$ cat src/rtl/spart_pkg.sv
// ---------------------------------------------------------------------------
// spart_pkg
// Shared definitions for the SPART blocks (receiver, transmitter, bus mux).
//   - I/O address codes decoded from ioaddr
//   - receive FSM state encoding
//   - oversampling constants for the 16x baud tick
// ---------------------------------------------------------------------------
package spart_pkg;

  // Bus register map (ioaddr)
  localparam logic [1:0] IOADDR_DATA   = 2'b00;
  localparam logic [1:0] IOADDR_STATUS = 2'b01;
  localparam logic [1:0] IOADDR_DB_LO  = 2'b10;
  localparam logic [1:0] IOADDR_DB_HI  = 2'b11;

  // brg_en ticks per bit period, and the tick index that lands mid-bit
  // when counting starts at the detected start edge.
  localparam int SPART_OVERSAMPLE = 16;
  localparam int SPART_MID_SAMPLE = 7;

  // Receive FSM states
  typedef enum logic [1:0] {
    RX_IDLE  = 2'b00,
    RX_START = 2'b01,
    RX_DATA  = 2'b10,
    RX_STOP  = 2'b11
  } rx_state_e;

endpackage

$ cat src/rtl/spart_sync.sv
// ---------------------------------------------------------------------------
// spart_sync
// N-stage synchronizer for an asynchronous single-bit input. All stages
// reset to RESET_VAL so an idle-high serial line (or inactive CTS) does not
// look like an edge coming out of reset.
// Ports:
//   clk  in  system clock, rising edge
//   rst  in  asynchronous, active-low reset
//   d    in  asynchronous input
//   q    out synchronized output (STAGES clocks of latency)
// ---------------------------------------------------------------------------
module spart_sync #(
  parameter int   STAGES    = 2,
  parameter logic RESET_VAL = 1'b1
) (
  input  logic clk,
  input  logic rst,
  input  logic d,
  output logic q
);

  logic [STAGES-1:0] sync_q;
  logic [STAGES-1:0] sync_d;

  always_comb begin
    sync_d    = sync_q << 1;
    sync_d[0] = d;
  end

  always_ff @(posedge clk or negedge rst) begin
    if (!rst) begin
      sync_q <= {STAGES{RESET_VAL}};
    end else begin
      sync_q <= sync_d;
    end
  end

  assign q = sync_q[STAGES-1];

endmodule

$ cat src/rtl/spart_rx.sv
// ---------------------------------------------------------------------------
// spart_rx
// SPART serial receiver. Deframes 8N1 async data on rxd (LSB first) using the
// 16x oversample tick brg_en, and holds the byte plus status for the bus.
// Ports:
//   clk          in   system clock, rising edge
//   rst          in   asynchronous, active-low reset
//   brg_en       in   one-clk pulse every 1/16 bit period
//   rxd          in   async serial line, idle high
//   iocs         in   chip select
//   iorw         in   1 = read, 0 = write
//   ioaddr       in   register address (IOADDR_DATA reads the rx byte)
//   rx_data      out  last received byte
//   rda          out  byte available, not yet read
//   framing_err  out  last completed frame had a low stop bit
//   overrun      out  a byte completed while rda was still set
//   dbg_state    out  current receive FSM state (debug/observability)
// ---------------------------------------------------------------------------
module spart_rx
  import spart_pkg::*;
#(
  parameter int DATA_BITS   = 8,
  parameter int SYNC_STAGES = 2
) (
  input  logic                 clk,
  input  logic                 rst,
  input  logic                 brg_en,
  input  logic                 rxd,
  input  logic                 iocs,
  input  logic                 iorw,
  input  logic [1:0]           ioaddr,
  output logic [DATA_BITS-1:0] rx_data,
  output logic                 rda,
  output logic                 framing_err,
  output logic                 overrun,
  output rx_state_e            dbg_state
);

  localparam int TICK_W = $clog2(SPART_OVERSAMPLE);
  localparam int BIT_W  = $clog2(DATA_BITS);

  localparam logic [TICK_W-1:0] TICK_MID  = TICK_W'(SPART_MID_SAMPLE);
  localparam logic [TICK_W-1:0] TICK_LAST = TICK_W'(SPART_OVERSAMPLE - 1);
  localparam logic [BIT_W-1:0]  BIT_LAST  = BIT_W'(DATA_BITS - 1);

  logic rxd_s;
  logic rd_data;

  rx_state_e             state_q, state_d;
  logic [TICK_W-1:0]     tick_q, tick_d;
  logic [BIT_W-1:0]      bit_q, bit_d;
  logic [DATA_BITS-1:0]  shift_q, shift_d;
  logic [DATA_BITS-1:0]  rx_data_q, rx_data_d;
  logic                  rda_q, rda_d;
  logic                  fe_q, fe_d;
  logic                  ovr_q, ovr_d;

  spart_sync #(
    .STAGES    (SYNC_STAGES),
    .RESET_VAL (1'b1)
  ) u_rxd_sync (
    .clk (clk),
    .rst (rst),
    .d   (rxd),
    .q   (rxd_s)
  );

  // Bus handshake: a read of the data register is a single-cycle strobe
  // (rd_data) with no ready/wait. It clears rda and overrun at the next edge.
  // If a frame completes on the same edge, the completion wins: rda stays 1
  // with the new byte, and overrun is 0 because the old byte was consumed by
  // that very read. rx_data and framing_err are never touched by reads.
  assign rd_data = iocs & iorw & (ioaddr == IOADDR_DATA);

  always_comb begin
    state_d   = state_q;
    tick_d    = tick_q;
    bit_d     = bit_q;
    shift_d   = shift_q;
    rx_data_d = rx_data_q;
    fe_d      = fe_q;
    rda_d     = rda_q & ~rd_data;
    ovr_d     = ovr_q & ~rd_data;

    case (state_q)
      RX_IDLE: begin
        // Re-arms on any low sample, including right after a completion
        // in the second half of the stop bit.
        tick_d = '0;
        if (!rxd_s) begin
          state_d = RX_START;
        end
      end

      RX_START: begin
        if (brg_en) begin
          if (tick_q == TICK_MID) begin
            if (rxd_s) begin
              // Line went back high before mid start bit: treat as noise.
              state_d = RX_IDLE;
            end else begin
              state_d = RX_DATA;
              tick_d  = '0;
              bit_d   = '0;
            end
          end else begin
            tick_d = tick_q + TICK_W'(1);
          end
        end
      end

      RX_DATA: begin
        if (brg_en) begin
          if (tick_q == TICK_LAST) begin
            // A full bit period after the mid start sample is mid data bit.
            shift_d = {rxd_s, shift_q[DATA_BITS-1:1]};
            bit_d   = bit_q + BIT_W'(1);
            tick_d  = '0;
            if (bit_q == BIT_LAST) begin
              state_d = RX_STOP;
            end
          end else begin
            tick_d = tick_q + TICK_W'(1);
          end
        end
      end

      RX_STOP: begin
        if (brg_en) begin
          if (tick_q == TICK_LAST) begin
            rx_data_d = shift_q;
            rda_d     = 1'b1;
            fe_d      = ~rxd_s;
            ovr_d     = rda_q & ~rd_data;
            tick_d    = '0;
            state_d   = RX_IDLE;
          end else begin
            tick_d = tick_q + TICK_W'(1);
          end
        end
      end

      default: begin
        state_d = RX_IDLE;
        tick_d  = '0;
      end
    endcase
  end

  always_ff @(posedge clk or negedge rst) begin
    if (!rst) begin
      state_q   <= RX_IDLE;
      tick_q    <= '0;
      bit_q     <= '0;
      shift_q   <= '0;
      rx_data_q <= '0;
      rda_q     <= 1'b0;
      fe_q      <= 1'b0;
      ovr_q     <= 1'b0;
    end else begin
      state_q   <= state_d;
      tick_q    <= tick_d;
      bit_q     <= bit_d;
      shift_q   <= shift_d;
      rx_data_q <= rx_data_d;
      rda_q     <= rda_d;
      fe_q      <= fe_d;
      ovr_q     <= ovr_d;
    end
  end

  assign rx_data     = rx_data_q;
  assign rda         = rda_q;
  assign framing_err = fe_q;
  assign overrun     = ovr_q;
  assign dbg_state   = state_q;

endmodule

$ cat config.mk
export PLATFORM = sky130hd
export DESIGN_NAME = spart_rx
export DESIGN_NICKNAME = d
export VERILOG_FILES = /design/src/rtl/spart_pkg.sv /design/src/rtl/spart_sync.sv /design/src/rtl/spart_rx.sv
export SDC_FILE = /design/constraint.sdc
export NUM_CORES = 1
export LEC_CHECK = 0
export CORE_MARGIN = 2
export CORE_UTILIZATION = 39
export CTS_CLUSTER_SIZE = 30
export DETAILED_ROUTE_END_ITERATION = 10
export PLACE_DENSITY = 0.6
export SLEW_MARGIN = 30
export SYNTH_ARGS = -nofsm -noshare
export SYNTH_HDL_FRONTEND = slang
export SYNTH_HIERARCHICAL = 1
export SYNTH_SLANG_ARGS = --single-unit
export TNS_END_PERCENT = 10
$ cat constraint.sdc
create_clock -name clk -period 2.32 [get_ports clk]
set_input_delay 0.348 -clock clk [delete_from_list [all_inputs] [get_ports clk]]
set_output_delay 0.348 -clock clk [all_outputs]
set_load 0.1 [all_outputs]
; ---- Word-level counts from Yosys, hierarchy flattened
; Index checks and enable logic that the tools add are counted.
[word_totals]
reg_bits = 30
latchBits = 0
ram_bits = 0
rom_bits = 0
inputBits = 8
out_inout_bits = 13
word_cells = 71
memories = 0
[op_classes]
addsub = 2
mul = 0
div = 0
order_cmp = 0
eq_ne = 17
shifts = 0
n_mux = 28
bitwise_logic = 6
n_reduce_logical = 9
[ops]
columns = op, count
row1 = $mux 4, 5
row2 = $mux 2, 9
row3 = $ne 2x2->1 const B, 9
row4 = $mux 3, 5
row5 = $pmux 4 s3, 1
row6 = $reduce_and 3->1, 3
row7 = $pmux 2 s4, 1
row8 = $reduce_and 8->1, 1
row9 = $mux 1, 6
row10 = $pmux 3 s2, 1
row11 = $reduce_and 6->1, 1
row12 = $add 4x1->4 const B, 1
row13 = $and 1x1->1, 4
row14 = $eq 2x2->1 const B, 2
row15 = $eq 4x3->1 const B, 1
row16 = $eq 4x4->1 const B, 1
row17 = $logic_not 2->1, 2
row18 = $add 3x1->3 const B, 1
row19 = $eq 3x3->1 const B, 1
row20 = $ne 3x3->1 const B, 1
row21 = $eq 2x1->1 const B, 1
row22 = $ne 2x1->1 const B, 1
row23 = $not 1->1, 2
row24 = $reduce_bool 2->1, 1
row25 = $reduce_or 2->1, 1

; ---- Depth between registers and ports, before layout
[depth]
ltp_word = 7
ltp_mapped = 6
ltp_nobuf = 6

; ---- Modules after synthesis
; The synthesis kept the hierarchy.
[by_module_without_submodules]
columns = mod, n_inst, cells_each, area_each_um2, seq_area_each_um2
row1 = spart_rx, 1, 96, 1247.4, 700.7
row2 = spart_sync, 1, 2, 52.6, 52.6

; ---- Least setup slack after synthesis
; No wires, ideal clock.
[synth_timing]
path_kind = reg-to-reg
start = register (tool-made name)
end = register rx_data_q[0], in the netlist rx_data[0]
setup_time_ps = 125
arrival_time_ps = 2105
required_time_ps = 2195
path_slack_ps = 90
path_stages_with_launch = 5
path_buffers = 1
synth_period_minus_slack_ps = 2230
cell_sequence = dfrtp_1 buf_2 nand3_1 nor2_2 mux2_2
[synth_lines]
columns = item, line
row1 = end signal: assignment, spart_rx.sv:165  ; rx_data_q <= rx_data_d;
row2 = end: declaration, spart_rx.sv:53  ; logic [DATA_BITS-1:0] rx_data_q, rx_data_d;

; ---- Worst setup path in the final report
[layout_timing]
start = register tick_q[0]
end = register bit_q[0]
[layout_between]
elab_chain_len = 3
elab_cells_between_ends = 5
classes_between = eq/ne: 4 / reduce/logical: 1
[layout_lines]
columns = item, line
row1 = start: declaration, spart_rx.sv:50  ; logic [TICK_W-1:0] tick_q, tick_d;
row2 = start signal: assignment, spart_rx.sv:162  ; tick_q <= tick_d;
row3 = $eq 4x4->1 / $eq 4x3->1 (equally long branches), "spart_rx.sv:114, spart_rx.sv:97"
row4 = $ne 2x2->1 (no source line), --
row5 = $reduce_and 6->1 (no source line) (*), --
row6 = end signal: assignment, spart_rx.sv:163  ; bit_q <= bit_d;
row7 = end: declaration, spart_rx.sv:51  ; logic [BIT_W-1:0] bit_q, bit_d;
; Mark *: on every way between the ends. The rest lies on a longest branch, timed or not.
; A chain may end at the register's enable or synchronous reset.

==> impl_metrics.py <==
metrics = {
    "sta": {
        "skew_ps": 10.8,
        "whs_ps": 362,
        "finalHoldViolCount": 0,
        "rsz0062_at_grt": "false",
        "timing.slew.headroom_pct": 75.2,
        "setup_viol": 0,
        "fin_crit_sh_pct": 80.4,
        "tightest_slew_ps": 372,
        "fin_tns_setup_ps": 0,
        "period_needed_ps": 1870,
        "slew_violations": 0,
        "fmax_ghz": 0.536,
    },
    "detailed_routing": {
        "final_antenna_net_count": 0,
        "firstDrtPassIters": 3,
        "via_per_inst": 5.08,
        "dr_total_vias": 869,
        "drt_iter0_markers": 34,
        "drc": 0,
        "wire_per_inst_um": 13.5,
        "routed_wl_um": 2320,
    },
    "cells_and_area": {
        "area_delta_synth_final_pct": 22.4,
        "finalInstanceArea_um2": 1590,
        "antennaDiodeCount": 0,
        "drive_gt1_share_pct": 37.8,
        "final_nets": 137,
        "fill_cells": 306,
    },
    "power_and_ir_drop": {
        "peakVddDrop_mv": 0.380,
        "power_mw": 1.42,
        "power.density_nw_per_um2": 890,
        "p_leak_nw": 0.769,
    },
    "die": {
        "core_area_um2": 3100,
        "die_h_um": 61.7,
        "start_util_pct": 41.9,
        "die_w_um": 61.7,
        "ioPinCount": 21,
        "rows": 20,
        "die-area_um2": 3810,
    },
    "clocking": {
        "htree_levels": 2,
        "clock_latency_ps": 330,
        "cts_resized": 0,
        "cts_tree": "built",
        "cts_buffer_depth": 2,
        "clk_pin_slew_ps": 100,
        "cts_root_buffer": "clkbuf_4",
        "clock-sinks": 30,
        "ctsHoldBuffers": 0,
        "cts_made_buffers": 5,
        "postCtsSetupRepairBufs": 0,
    },
    "setup_path": {
        "reg2reg_depth": 6,
        "path_cells": "ha_1, nand3_4, nor4b_4, buf_4, a21oi_1, mux2_2",
        "r2r_end": "bit_q[0]$_DFFE_PN0P_",
        "critPathTopFamily": "simple AND/OR/NAND/NOR gates",
        "rrSetupSlack_ps": 450,
        "cp_slowest_cell": "dfrtp_1",
        "crit_fanout": 12,
        "critPathKind": "reg2reg",
        "arrival_ps": 2090,
        "critPathRequiredTime_ps": 2550,
        "r2r-start": "tick_q[0]$_DFFE_PN0P_",
        "start_kind": "flop",
        "worst_setup_path_end_kind": "flop",
        "max_stage_delay_ps": 390,
        "path_buf_inv": 1,
    },
    "grt": {
        "grt_usage_pct": 14.4,
        "grt_pass1_vias": 812,
        "grt_pass1_wl_um": 3810,
        "overflow": 0,
        "grt_start_max_net_pins": 31,
        "antenna_found_initial": 0,
    },
    "synth": {
        "synth_largest_area_cell": "dfrtp_1",
        "synthCells": 98,
        "syn_area_um2": 1300,
        "ys_types": 28,
        "syn_nets": 109,
        "avgSynthCellArea_um2": 13.3,
        "synthFlopType": "dfrtp_1",
        "ys_top_cells_by_area": "dfrtp_1 54%, mux2_2 16%, dfstp_2 4.0%",
        "synth-seq-cells": 30,
        "yosys.area.top_type_share_pct": 53.9,
        "seq_area_frac_synth_pct": 57.9,
        "async_flop_share_pct": 100,
        "synth-edff-count": 0,
        "synthTopCellsByCount": "28 x dfrtp_1, 18 x mux2_2, 6 x a21oi_1, 5 x nor2_1, 5 x o21ai_0",
        "synth.most_common_cell": "dfrtp_1",
        "ys.warnings.count": 6,
    },
    "placed_design": {
        "numPortBuffers": 20,
        "globalplace.congestion": 0.817,
        "dpl-instance-area_um2": 1530,
        "place_hpwl_um": 1540,
    },
    "worst_hold_path": {
        "holdPathStages": 0,
        "holdPathEnd": "u_rxd_sync/sync_q[1]$_DFF_PN1_",
        "hold_class": "reg2reg",
        "hp-start": "u_rxd_sync/sync_q[0]$_DFF_PN1_",
    },
    "flow_run": {
        "drv_cap": 0,
    },
    "status": {
        "outcome": "finished, final reports clean",
    },
}
## registers in the layout, summed over array words and instances, names as in the netlist, 2 cells and up, named ones only
| register | cells |
|---|---|
| tick_q | 4 |
| bit_q | 3 |
| shift_q | 8 |
| u_rxd_sync/sync_q | 2 |
| rx_data | 8 |
## cell families after synthesis
logic type / synth area share (%)
adders and majority gates: 2.89
AOI/OAI and AO/OA: 9.82
and+or+nand+nor: 10.1
muxes: 16.4
xor gates and xnor gates: 0.674
DFF: 57.9
buffers and inverters: 2.21
## worst reg2reg max path: stages, from the launching register on
cell and delay (ps):
dfrtp_1 390, ha_1 340, nand3_4 180, nor4b_4 270
buf_4 220, a21oi_1 90, mux2_2 270
## placed cells by master, fill, tap and decap left out, types with 2 or more instances in the layout
| cell | instances |
|---|---|
| a21oi_1 | 6 |
| a22o_1 | 3 |
| buf_4 | 17 |
| clkbuf_4 | 5 |
| clkdlybuf4s50_1 | 7 |
| dfrtp_1 | 28 |
| dfstp_2 | 2 |
| ha_1 | 3 |
| inv_1 | 2 |
| mux2_2 | 18 |
| nand2_1 | 2 |
| nand3_1 | 4 |
| nand4_1 | 3 |
| nor2_1 | 5 |
| o21ai_0 | 5 |
## how the worst max path moves through the flow
stage | start | slack [ps] | depth (start not counted) | end
finish | tick_q[0]$_DFFE_PN0P_ | 450 | 6 | bit_q[0]$_DFFE_PN0P_
global route | tick_q[0]$_DFFE_PN0P_ | 310 | 6 | bit_q[0]$_DFFE_PN0P_
CTS | tick_q[0]$_DFFE_PN0P_ | 460 | 6 | bit_q[0]$_DFFE_PN0P_
detailed placement | brg_en | 350 | 5 | bit_q[0]$_DFFE_PN0P_
global placement | brg_en | 390 | 5 | rx_data[7]$_DFFE_PN0P_
floorplan | flop | 90 | 4 | rx_data[0]$_DFFE_PN0P_
## routing by layer
layer | GRT usage [%] | share of wire [%] | wire length, µm
met1 | 18.6 | 48 | 1110
met2 | 20.8 | 44 | 1020
met3 | 6.21 | 5.8 | 134
met4 | 7.29 | 2.0 | 46
met5 | 0 | 0 | 0
## cell type report
class	count	area, µm²	share of cell area (%)
clock buffers	7	55.1	3.46
repair buffers	24	198	12.4
flip-flops and latches	30	753	47.3
multi-input cells	63	518	32.5
clock inverters	1	5.00	0.314
inverters	2	7.51	0.472
well taps	44	55.1	3.46
## metrics by stage
stage	instances	setup slack, ps	utilization [%]
after floorplan	98	89.8	-
after global routing	171	307	51.3
after detailed placement	163	347	49.4
after CTS	171	464	51.3
final	171	455	51.3
after global placement	163	387	49.4
## power by group
group / leakage, nW / internal [mW] / switching [mW]
Combinational: 0.333 / 0.140 / 0.281
Sequential: 0.401 / 0.585 / 0.0896
Clock: 0.0353 / 0.147 / 0.174
Total: 0.769 / 0.872 / 0.545
Power figures use the tool's default switching activity.
